**src/rtl/rs232_rx_module.sv**
```systemverilog
// rtl/rs232_rx_module.sv - RS232 8N1 receiver with a first-word-fall-through byte FIFO
//
// Purpose:
//   Receives serial bytes (LSB first) from an asynchronous header pin.
//   Queues the good bytes for the command parser.
//   The optional macro RS232_RX_PARITY_EN adds an even-parity bit after bit 7,
//   which gives an 11-bit frame.
//
// Ports:
//   clk        in   system clock; all logic runs on the rising edge
//   reset_n    in   asynchronous active-low reset
//   rx         in   raw serial line; asynchronous, idle high
//   rd_req     in   pop the FIFO head; ignored while the FIFO is empty
//   clear_err  in   synchronous clear of the sticky overflow flag
//   rx_data    out  FIFO head byte; valid while rx_empty=0
//   rx_empty   out  FIFO empty
//   rx_full    out  FIFO full
//   rx_count   out  number of bytes in the FIFO
//   frame_err  out  one-cycle pulse on a bad stop bit (or bad parity)
//   overflow   out  sticky flag; set when a byte is dropped on a full FIFO
//   busy       out  high while the receiver is not idle

module rs232_rx_module #(
   parameter int CLK_HZ          = 50000000,
   parameter int BAUD            = 115200,
   parameter int FIFO_DEPTH_LOG2 = 4
) (
   input  logic                       clk,
   input  logic                       reset_n,
   input  logic                       rx,
   input  logic                       rd_req,
   input  logic                       clear_err,
   output logic [7:0]                 rx_data,
   output logic                       rx_empty,
   output logic                       rx_full,
   output logic [FIFO_DEPTH_LOG2:0]   rx_count,
   output logic                       frame_err,
   output logic                       overflow,
   output logic                       busy
);

   localparam int DIV   = CLK_HZ / BAUD;
   localparam int HALF  = DIV / 2;
   localparam int CW    = (DIV > 2) ? $clog2(DIV) : 1;
   localparam int DEPTH = 1 << FIFO_DEPTH_LOG2;
   localparam int NW    = FIFO_DEPTH_LOG2 + 1;

   localparam logic [CW-1:0] DIV_LAST  = CW'(DIV - 1);
   localparam logic [CW-1:0] HALF_LAST = CW'(HALF - 1);
   localparam logic [NW-1:0] FULL_CNT  = NW'(DEPTH);

`ifdef RS232_RX_PARITY_EN
   typedef enum logic [2:0] {
      S_IDLE, S_START, S_DATA, S_STOP, S_WAIT_HIGH, S_PARITY
   } state_t;
`else
   typedef enum logic [2:0] {
      S_IDLE, S_START, S_DATA, S_STOP, S_WAIT_HIGH
   } state_t;
`endif

   state_t          state;
   logic            rx_m;
   logic            rx_s;
   logic [CW-1:0]   cnt;
   logic [2:0]      bit_idx;
   logic [7:0]      shift;
   logic            wr_en;
`ifdef RS232_RX_PARITY_EN
   logic            par_err;
`endif

   // The synchronizer and the receive FSM share one block.
   // shift stays stable after the stop-bit sample until the next frame's
   // data bits arrive, so the FIFO can take its write data straight from shift.
   always_ff @(posedge clk or negedge reset_n) begin
      if (!reset_n) begin
         rx_m      <= 1'b1;
         rx_s      <= 1'b1;
         state     <= S_IDLE;
         cnt       <= '0;
         bit_idx   <= '0;
         shift     <= '0;
         wr_en     <= 1'b0;
         frame_err <= 1'b0;
`ifdef RS232_RX_PARITY_EN
         par_err   <= 1'b0;
`endif
      end else begin
         rx_m      <= rx;
         rx_s      <= rx_m;
         wr_en     <= 1'b0;
         frame_err <= 1'b0;
         case (state)
            S_IDLE: begin
               if (!rx_s) begin
                  state <= S_START;
                  cnt   <= '0;
               end
            end
            S_START: begin
               if (cnt == HALF_LAST) begin
                  cnt     <= '0;
                  bit_idx <= '0;
                  // A line that is already high again at mid-start was only a glitch.
                  state   <= rx_s ? S_IDLE : S_DATA;
               end else begin
                  cnt <= cnt + 1'b1;
               end
            end
            S_DATA: begin
               if (cnt == DIV_LAST) begin
                  cnt            <= '0;
                  shift[bit_idx] <= rx_s;
                  if (bit_idx == 3'd7) begin
`ifdef RS232_RX_PARITY_EN
                     state <= S_PARITY;
`else
                     state <= S_STOP;
`endif
                  end else begin
                     bit_idx <= bit_idx + 1'b1;
                  end
               end else begin
                  cnt <= cnt + 1'b1;
               end
            end
`ifdef RS232_RX_PARITY_EN
            S_PARITY: begin
               if (cnt == DIV_LAST) begin
                  cnt     <= '0;
                  // With even parity, the data bits plus the parity bit hold an even number of ones.
                  par_err <= ^{shift, rx_s};
                  state   <= S_STOP;
               end else begin
                  cnt <= cnt + 1'b1;
               end
            end
`endif
            S_STOP: begin
               if (cnt == DIV_LAST) begin
                  cnt <= '0;
                  if (rx_s) begin
                     state <= S_IDLE;
`ifdef RS232_RX_PARITY_EN
                     if (par_err) frame_err <= 1'b1;
                     else         wr_en     <= 1'b1;
`else
                     wr_en <= 1'b1;
`endif
                  end else begin
                     frame_err <= 1'b1;
                     state     <= S_WAIT_HIGH;
                  end
               end else begin
                  cnt <= cnt + 1'b1;
               end
            end
            S_WAIT_HIGH: begin
               // Hold here through a break so that it does not read as a stream of 0x00 bytes.
               if (rx_s) state <= S_IDLE;
            end
            default: state <= S_IDLE;
         endcase
      end
   end

   assign busy = (state != S_IDLE);

   logic [7:0]                 mem [DEPTH];
   logic [FIFO_DEPTH_LOG2-1:0] wr_ptr;
   logic [FIFO_DEPTH_LOG2-1:0] rd_ptr;
   logic [NW-1:0]              count;
   logic                       full;
   logic                       do_rd;
   logic                       do_wr;

   assign full  = (count == FULL_CNT);
   assign do_rd = rd_req && (count != '0);
   // A read in the same cycle frees a slot, so a write on a full FIFO is still accepted.
   assign do_wr = wr_en && (!full || do_rd);

   always_ff @(posedge clk or negedge reset_n) begin
      if (!reset_n) begin
         wr_ptr   <= '0;
         rd_ptr   <= '0;
         count    <= '0;
         overflow <= 1'b0;
         for (int i = 0; i < DEPTH; i++) mem[i] <= '0;
      end else begin
         if (do_wr) begin
            mem[wr_ptr] <= shift;
            wr_ptr      <= wr_ptr + 1'b1;
         end
         if (do_rd) rd_ptr <= rd_ptr + 1'b1;
         case ({do_wr, do_rd})
            2'b10:   count <= count + 1'b1;
            2'b01:   count <= count - 1'b1;
            default: count <= count;
         endcase
         // A new drop takes priority over a clear in the same cycle.
         if (wr_en && full && !do_rd) overflow <= 1'b1;
         else if (clear_err)          overflow <= 1'b0;
      end
   end

   assign rx_data  = mem[rd_ptr];
   assign rx_empty = (count == '0);
   assign rx_full  = full;
   assign rx_count = count;

endmodule

```
**config.mk**
```make
export PLATFORM = sky130hd
export DESIGN_NAME = rs232_rx_module
export DESIGN_NICKNAME = d
export VERILOG_FILES = /design/src/rtl/rs232_rx_module.sv
export SDC_FILE = /design/constraint.sdc
export NUM_CORES = 1
export LEC_CHECK = 0
export CAP_MARGIN = 20
export CORE_ASPECT_RATIO = 0.7
export CORE_MARGIN = 5
export CORE_UTILIZATION = 58
export CTS_CLUSTER_DIAMETER = 150
export DETAILED_ROUTE_END_ITERATION = 10
export MAX_ROUTING_LAYER = met4
export PLACE_DENSITY = 0.76
export REMOVE_ABC_BUFFERS = 1
export SYNTH_ARGS = -nofsm -noshare
export SYNTH_HDL_FRONTEND = slang
export SYNTH_SLANG_ARGS = --single-unit
export TNS_END_PERCENT = 5
```
**constraint.sdc**
```tcl
create_clock -name clk -period 3.6 [get_ports clk]
set_input_delay 0.36 -clock clk [delete_from_list [all_inputs] [get_ports clk]]
set_output_delay 0.36 -clock clk [all_outputs]
set_load 0.01 [all_outputs]
```
==> results of run 1 <==
==> layout make-up <==
class	count	area, sq um
Clock buffer	17	425
Sequential cell	169	4230
Timing Repair Buffer	28	292
Multi-Input combinational cell	348	3610
Inverter	14	52.6
Fill cell	1008	4790
Clock inverter	15	139
Tap cell	190	238
==> worst min-delay path by stage <==
stage | start | end | cells past startpoint
5_1_grt | reset_n | cnt[0] | 1
6_report | reset_n | cnt[0] | 1
3_5_place_dp | rx_m | rx_s | 0
4_1_cts | reset_n | cnt[0] | 1
3_3_place_gp | rx_m | rx_s | 0
2_1_floorplan | reset_n | bit_idx[0] | 0
==> sequential cells by signal (all words and copies together), names as in the netlist, 3 cells and up <==
name / cells
mem: 128
cnt: 9
shift: 8
rx_count: 5
rd_ptr: 4
wr_ptr: 4
bit_idx: 3
state: 3
==> metrics by stage <==
stage,hold slack [ns],instance area (sq um)
floorplan,0.0644,7900
global placement,0.352,8430
detailed placement,0.347,8430
CTS,0.00367,8990
global route,0.0417,8990
finish,-0.0341,8990
==> cell usage after synthesis, types with 3 or more instances <==
library cell / count / area (sq um)
mux2i_1: 3 / 30.0
ha_1: 13 / 163
inv_1: 14 / 52.6
nand3_1: 8 / 40.0
buf_1: 5 / 18.8
nand2b_1: 5 / 31.3
nand2_2: 4 / 25.0
mux2_2: 55 / 619
o21ai_0: 7 / 35.0
o31ai_1: 3 / 22.5
nand4_1: 3 / 18.8
and2_1: 8 / 50.1
buf_2: 10 / 50.1
nand2_1: 29 / 109
mux4_2: 40 / 901
buf_6: 3 / 33.8
clkbuf_1: 13 / 48.8
nor3_1: 9 / 45.0
nor2b_1: 3 / 18.8
or3_1: 3 / 18.8
xnor2_1: 6 / 52.6
mux2_1: 82 / 923
o22ai_1: 4 / 25.0
a21o_1: 3 / 22.5
o211ai_1: 3 / 22.5
xor2_1: 5 / 43.8
nor2_1: 11 / 41.3
dfrtp_1: 167 / 4180
a21oi_1: 5 / 25.0
==> report_power, final <==
part	total, mW	switching [mW]	internal, mW
sequential	2.15	0.195	1.95
clock	1.75	0.783	0.964
combinational	0.719	0.333	0.386
==> metal layers <==
metal	up-vias	wire, microns	track usage [%]
li1	2108	-	-
met1	2497	7970	32.6
met2	75	7510	32.6
met3	18	629	4.32
met4	0	174	6.40
met5	-	0	-
==> critical path, cell delays in order, from the launching register on <==
cell and delay (ns):
dfrtp_2 0.60, buf_4 0.30, mux4_2 0.54, mux4_2 0.52, clkdlybuf4s50_1 0.51
==> kinds of logic after synthesis <==
kind of cell	after synthesis	share of synthesized area (%)
mux	181	30.9
flops	169	52.5
simple gates	98	6.63
buf+inv	47	2.72
compound gates	45	4.11
fa+ha+maj	13	2.02
xor+xnor	11	1.19
==> metrics.yaml, run 1 <==
rrSetupSlack_ns: 0.55
place_inst: 749
fin_crit_ns: 3.24
relSlewSlack_pct: 47.8
ys_ff_latch: 169
finClkSkew_ns: 0.0144
grt_pass1_wl_microns: 27000
route.detailed.drc: 0
violations: "hold timing"
netlist_area_sq_um: 8060
cts_buffers: 17
root_buffer: "clkbuf_16"
synth_area_per_cell_sq_um: 14.3
grt_pass1_vias: 4881
leakage_nw: 4.28
grt_usage_pct: 22.4
hold_viol: 15
post_drt_wl_per_cell_microns: 20.8
die_h_microns: 109
cts_buffer_depth: 2
rows: 36
ant_nets: 0
pre_cts_ws_ns: 0.298
hold_path.class: "input port to async pin"
post_cts_resized: 0
via_count: 4698
powerDensity_nw_per_um2: 513
cts.sinks: 169
boundaryPins: 23
synthFlopType: "dfrtp_1"
postCtsSetupRepairBufs: 0
status: "complete, but fails checks"
drv_cap: 0
worst_pin_slew_ns: 0.783
yosysUniqueCellTypes: 57
first_pass_iters: 4
critical_path.startpoint: "rd_ptr[0]"
wirelength_microns: 16300
reg2reg_depth: 10
crit_path_end: "rx_data[6]"
endpoint_kind: "output pin"
slew_violations: 0
cts.clk_slew.worst_paths_ns: 0.06
r2r_end: "rx_count[4]"
ys_seq_area_share_pct: 52.5
final_common_cell: "dfrtp_1"
cts_tree: "done"
syn_inst: 564
clkLatencyLatePin_ns: 0.42
synthArstFlopShare_pct: 100
grt_overflow: 0
max_freq_mhz: 308
period_share_pct: 90.1
drtIter0Drc: 352
ir_drop_mv: 0.350
cp_data_required_time_ns: 3.24
rsz0062_at_grt: "false"
start_util_pct: 58.5
portBuffers: 22
drive_gt1_share_pct: 26.1
critPathLaunchType: "register"
hpwl_microns: 11300
r2r-start: "rx_count[3]"
gp_congestion: 0.832
worstPathMaxFanout: 10
fp.dieW_microns: 151
yosys_warnings: 0
grt_max_degree: 85
dieArea_sq_um: 16400
cts.hold.buffers_added: 0
critical_path_class: "register to output pin"
setup_viol: 0
antenna_cells: 0
final_cell_mix: "dfrtp_1 (166), mux2_1 (82), mux2_2 (55), mux4_2 (40), nand2_1 (29)"
power.total_mw: 4.62
area_growth_pct: 11.5
synth-edff-count: 0
tns_ns: 0
nets: 596
viasPerCell: 6.02
cp.arrival_ns: 2.88
fin_util_pct: 65.2
fin_cells: 781
grt_antenna_before_repair: 0
cts_htree_levels: 4
whs_ns: -0.0341
core_sq_um: 13800
worst_slack_ns: 0.358
No activity file was read; power rests on OpenSTA's default activity.
==> run 2: changes to the inputs <==
--- a/config.mk
+++ b/config.mk
@@ -13,6 +13,7 @@
 export DETAILED_ROUTE_END_ITERATION = 10
 export MAX_ROUTING_LAYER = met4
 export PLACE_DENSITY = 0.76
+export RECOVER_POWER = 50
 export REMOVE_ABC_BUFFERS = 1
 export SYNTH_ARGS = -nofsm -noshare
 export SYNTH_HDL_FRONTEND = slang
==> run 2 against run 1 <==
  * The run ends with capacitance limit, slew limit left
  * Critical path depth unchanged
  * Highest routed layer unchanged
  * Largest cell class unchanged
  * Register-to-register slack about the same
  * Non-clock buffer count unchanged
  * Setup slack worse by 0.0016 ns
  * Clock skew down 0.0045 ns
  * Critical endpoint unchanged
==> metrics.yaml, run 2 (synthesis results as in run 1) <==
ant_nets: 0  # unchanged
regMostFlops: "mem"
drv_cap: 1  # +1
stdcell_area_sq_um: 8980  # -0.17%
start_util_pct: 58.5  # unchanged
place_inst: 749  # unchanged
first_pass_iters: 4  # unchanged
critPathLaunchType: "register"
relSlewSlack_pct: -40.1  # -88 points
post_drt_wl_per_cell_microns: 20.9  # about the same
fin_crit_ns: 3.24  # +0.00162 ns
die_h_microns: 109  # unchanged
cts_tree: "done"
grt_antenna_before_repair: 0  # unchanged
root_buffer: "clkbuf_16"
max_freq_mhz: 308  # about the same
clkLatencyLatePin_ns: 0.42  # about the same
cts.sinks: 169  # unchanged
worstPathMaxFanout: 10  # unchanged
drtIter0Drc: 392  # +11%
pwr-share-comb_pct: 15.6  # about the same
grt_pass1_wl_microns: 27000  # unchanged
setup_viol: 0  # unchanged
antenna_cells: 0  # unchanged
post_cts_resized: 0  # unchanged
cp.arrival_ns: 2.88  # about the same
worst_slack_ns: 0.356  # -0.00162 ns
cp_slowest_cell: "dfrtp_2"
cts_buffer_depth: 2  # unchanged
hpwl_microns: 11300  # unchanged
via_count: 4752  # +1.1%
pre_cts_ws_ns: 0.298  # unchanged
rrSetupSlack_ns: 0.54  # about the same
sw_frac_of_total_pct: 28.5  # +0.14 points
grt_max_degree: 85  # unchanged
cts.hold.buffers_added: 0  # unchanged
dieArea_sq_um: 16400  # unchanged
slew_violations: 85  # +85
route.detailed.drc: 0  # unchanged
wirelength_microns: 16300  # about the same
area_growth_pct: 11.3
power.switching_mw: 1.32  # +0.62%
multi_input_area_sq_um: 3610  # unchanged
core_sq_um: 13800  # unchanged
finClkSkew_ns: 0.00988  # -0.00455 ns
fill_cells: 1012  # +0.40%
final_cell_mix: "dfrtp_1 (166), mux2_1 (82), mux2_2 (55), mux4_2 (40), nand2_1 (29)"
hold_path.class: "register to register"
drive_gt1_share_pct: 25.9  # -0.17 points
gp_congestion: 0.832  # unchanged
cts_htree_levels: 4  # unchanged
dpl_cell_area_sq_um: 8430  # unchanged
p_int_mw: 3.30  # about the same
rsz0062_at_grt: "false"
cts.clk_slew.worst_paths_ns: 0.07  # about the same
ir_drop_mv: 0.351  # +0.34%
largestRegisters: "mem: 128 flops, cnt: 9 flops, shift: 8 flops"
status: "complete, but fails checks"
viasPerCell: 6.08  # +1.1%
fin_cells: 781  # unchanged
nets: 596  # unchanged
violations: "capacitance limit, slew limit"
hold_viol: 0  # -15
period_share_pct: 90.1  # about the same
cp_data_required_time_ns: 3.24  # about the same
portBuffers: 22  # unchanged
critical_path_class: "register to output pin"
p_seq_share_pct: 46.6  # about the same
fp.dieW_microns: 151  # unchanged
crit_chain: "buf_4 -> mux4_2 -> mux4_2 -> clkdlybuf4s50_1"
rows: 36  # unchanged
largest_reg_flops: 128  # unchanged
grt_usage_pct: 22.4  # unchanged
grt_overflow: 0  # unchanged
leakage_nw: 4.27  # about the same
powerDensity_nw_per_um2: 515  # +0.30%
postCtsSetupRepairBufs: 0  # unchanged
cts_buffers: 17  # unchanged
worst_pin_slew_ns: 2.10  # +1.32 ns
grt_pass1_vias: 4881  # unchanged
boundaryPins: 23  # unchanged
slowest_delay_ns: 0.59  # about the same
cpMostUsedCell: "mux4_2"
final_common_cell: "dfrtp_1"
tns_ns: 0  # unchanged
endpoint_kind: "output pin"
seq_area_sq_um: 4230  # unchanged
power.share.clock_pct: 37.9  # about the same
## run 2: metal layers
metal / up-vias / share of wire (%) / global-route usage [%]
met1: 2522 / 48 / 32.6
met5: - / 0 / -
met4: 0 / 1.0 / 6.40
met3: 18 / 4.0 / 4.32
li1: 2107 / - / -
met2: 105 / 47 / 32.6
## run 2: cell type report
cell class                 count  share of cell area (%)
multi-input combinational    348                    40.3
clock inverter                15                    1.55
sequential                   169                    47.1
clock buffer                  17                    4.74
timing repair buffer          28                    3.08
tap                          190                    2.65
inverter                      14                   0.585
## run 2: power groups by stage
stage | Sequential (mW) | Clock [mW] | Combinational [mW]
2_1_floorplan | 2.23 | 0 | 0.361
3_3_place_gp | 2.18 | 0 | 0.711
3_5_place_dp | 2.18 | 0 | 0.730
4_1_cts | 2.15 | 1.78 | 0.729
5_1_grt | 2.17 | 1.86 | 0.778
6_report | 2.15 | 1.75 | 0.719
## run 2: critical path, delay by kind of cell (launching register included)
family | cells | cell delay, ns
buf+inv | 2 | 0.81
mux | 2 | 1.05
flops | 1 | 0.59
## run 2: final timing paths
path | startpoint | end | cells after the start
worst min register to register | rx_m | rx_s | 0
max in group asynchronous | reset_n | rd_ptr[0] | 2
worst max register to register | rx_count[0] | rx_count[4] | 10
min in group asynchronous | reset_n | cnt[0] | 1
worst min-delay path | rx_m | rx_s | 0
worst max-delay path | rd_ptr[0] | rx_data[6] | 4
## run 2: stage by stage
stage	total power, mW	util (%)	hold WS (ns)
floorplan	2.60	-	0.0644
global placement	2.89	61.1	0.352
detailed placement	2.91	61.1	0.347
CTS	4.66	65.2	0.00367
global route	4.81	65.1	0.368
finish	4.62	65.1	0.361
==> run 3: changes to the inputs <==
--- a/config.mk
+++ b/config.mk
@@ -10,6 +10,7 @@
 export CORE_MARGIN = 5
 export CORE_UTILIZATION = 58
 export CTS_CLUSTER_DIAMETER = 150
+export CTS_CLUSTER_SIZE = 8
 export DETAILED_ROUTE_END_ITERATION = 10
 export MAX_ROUTING_LAYER = met4
 export PLACE_DENSITY = 0.76
==> results of run 3 <==
The final DEF is identical to that of run 2; final timing and power are the same.
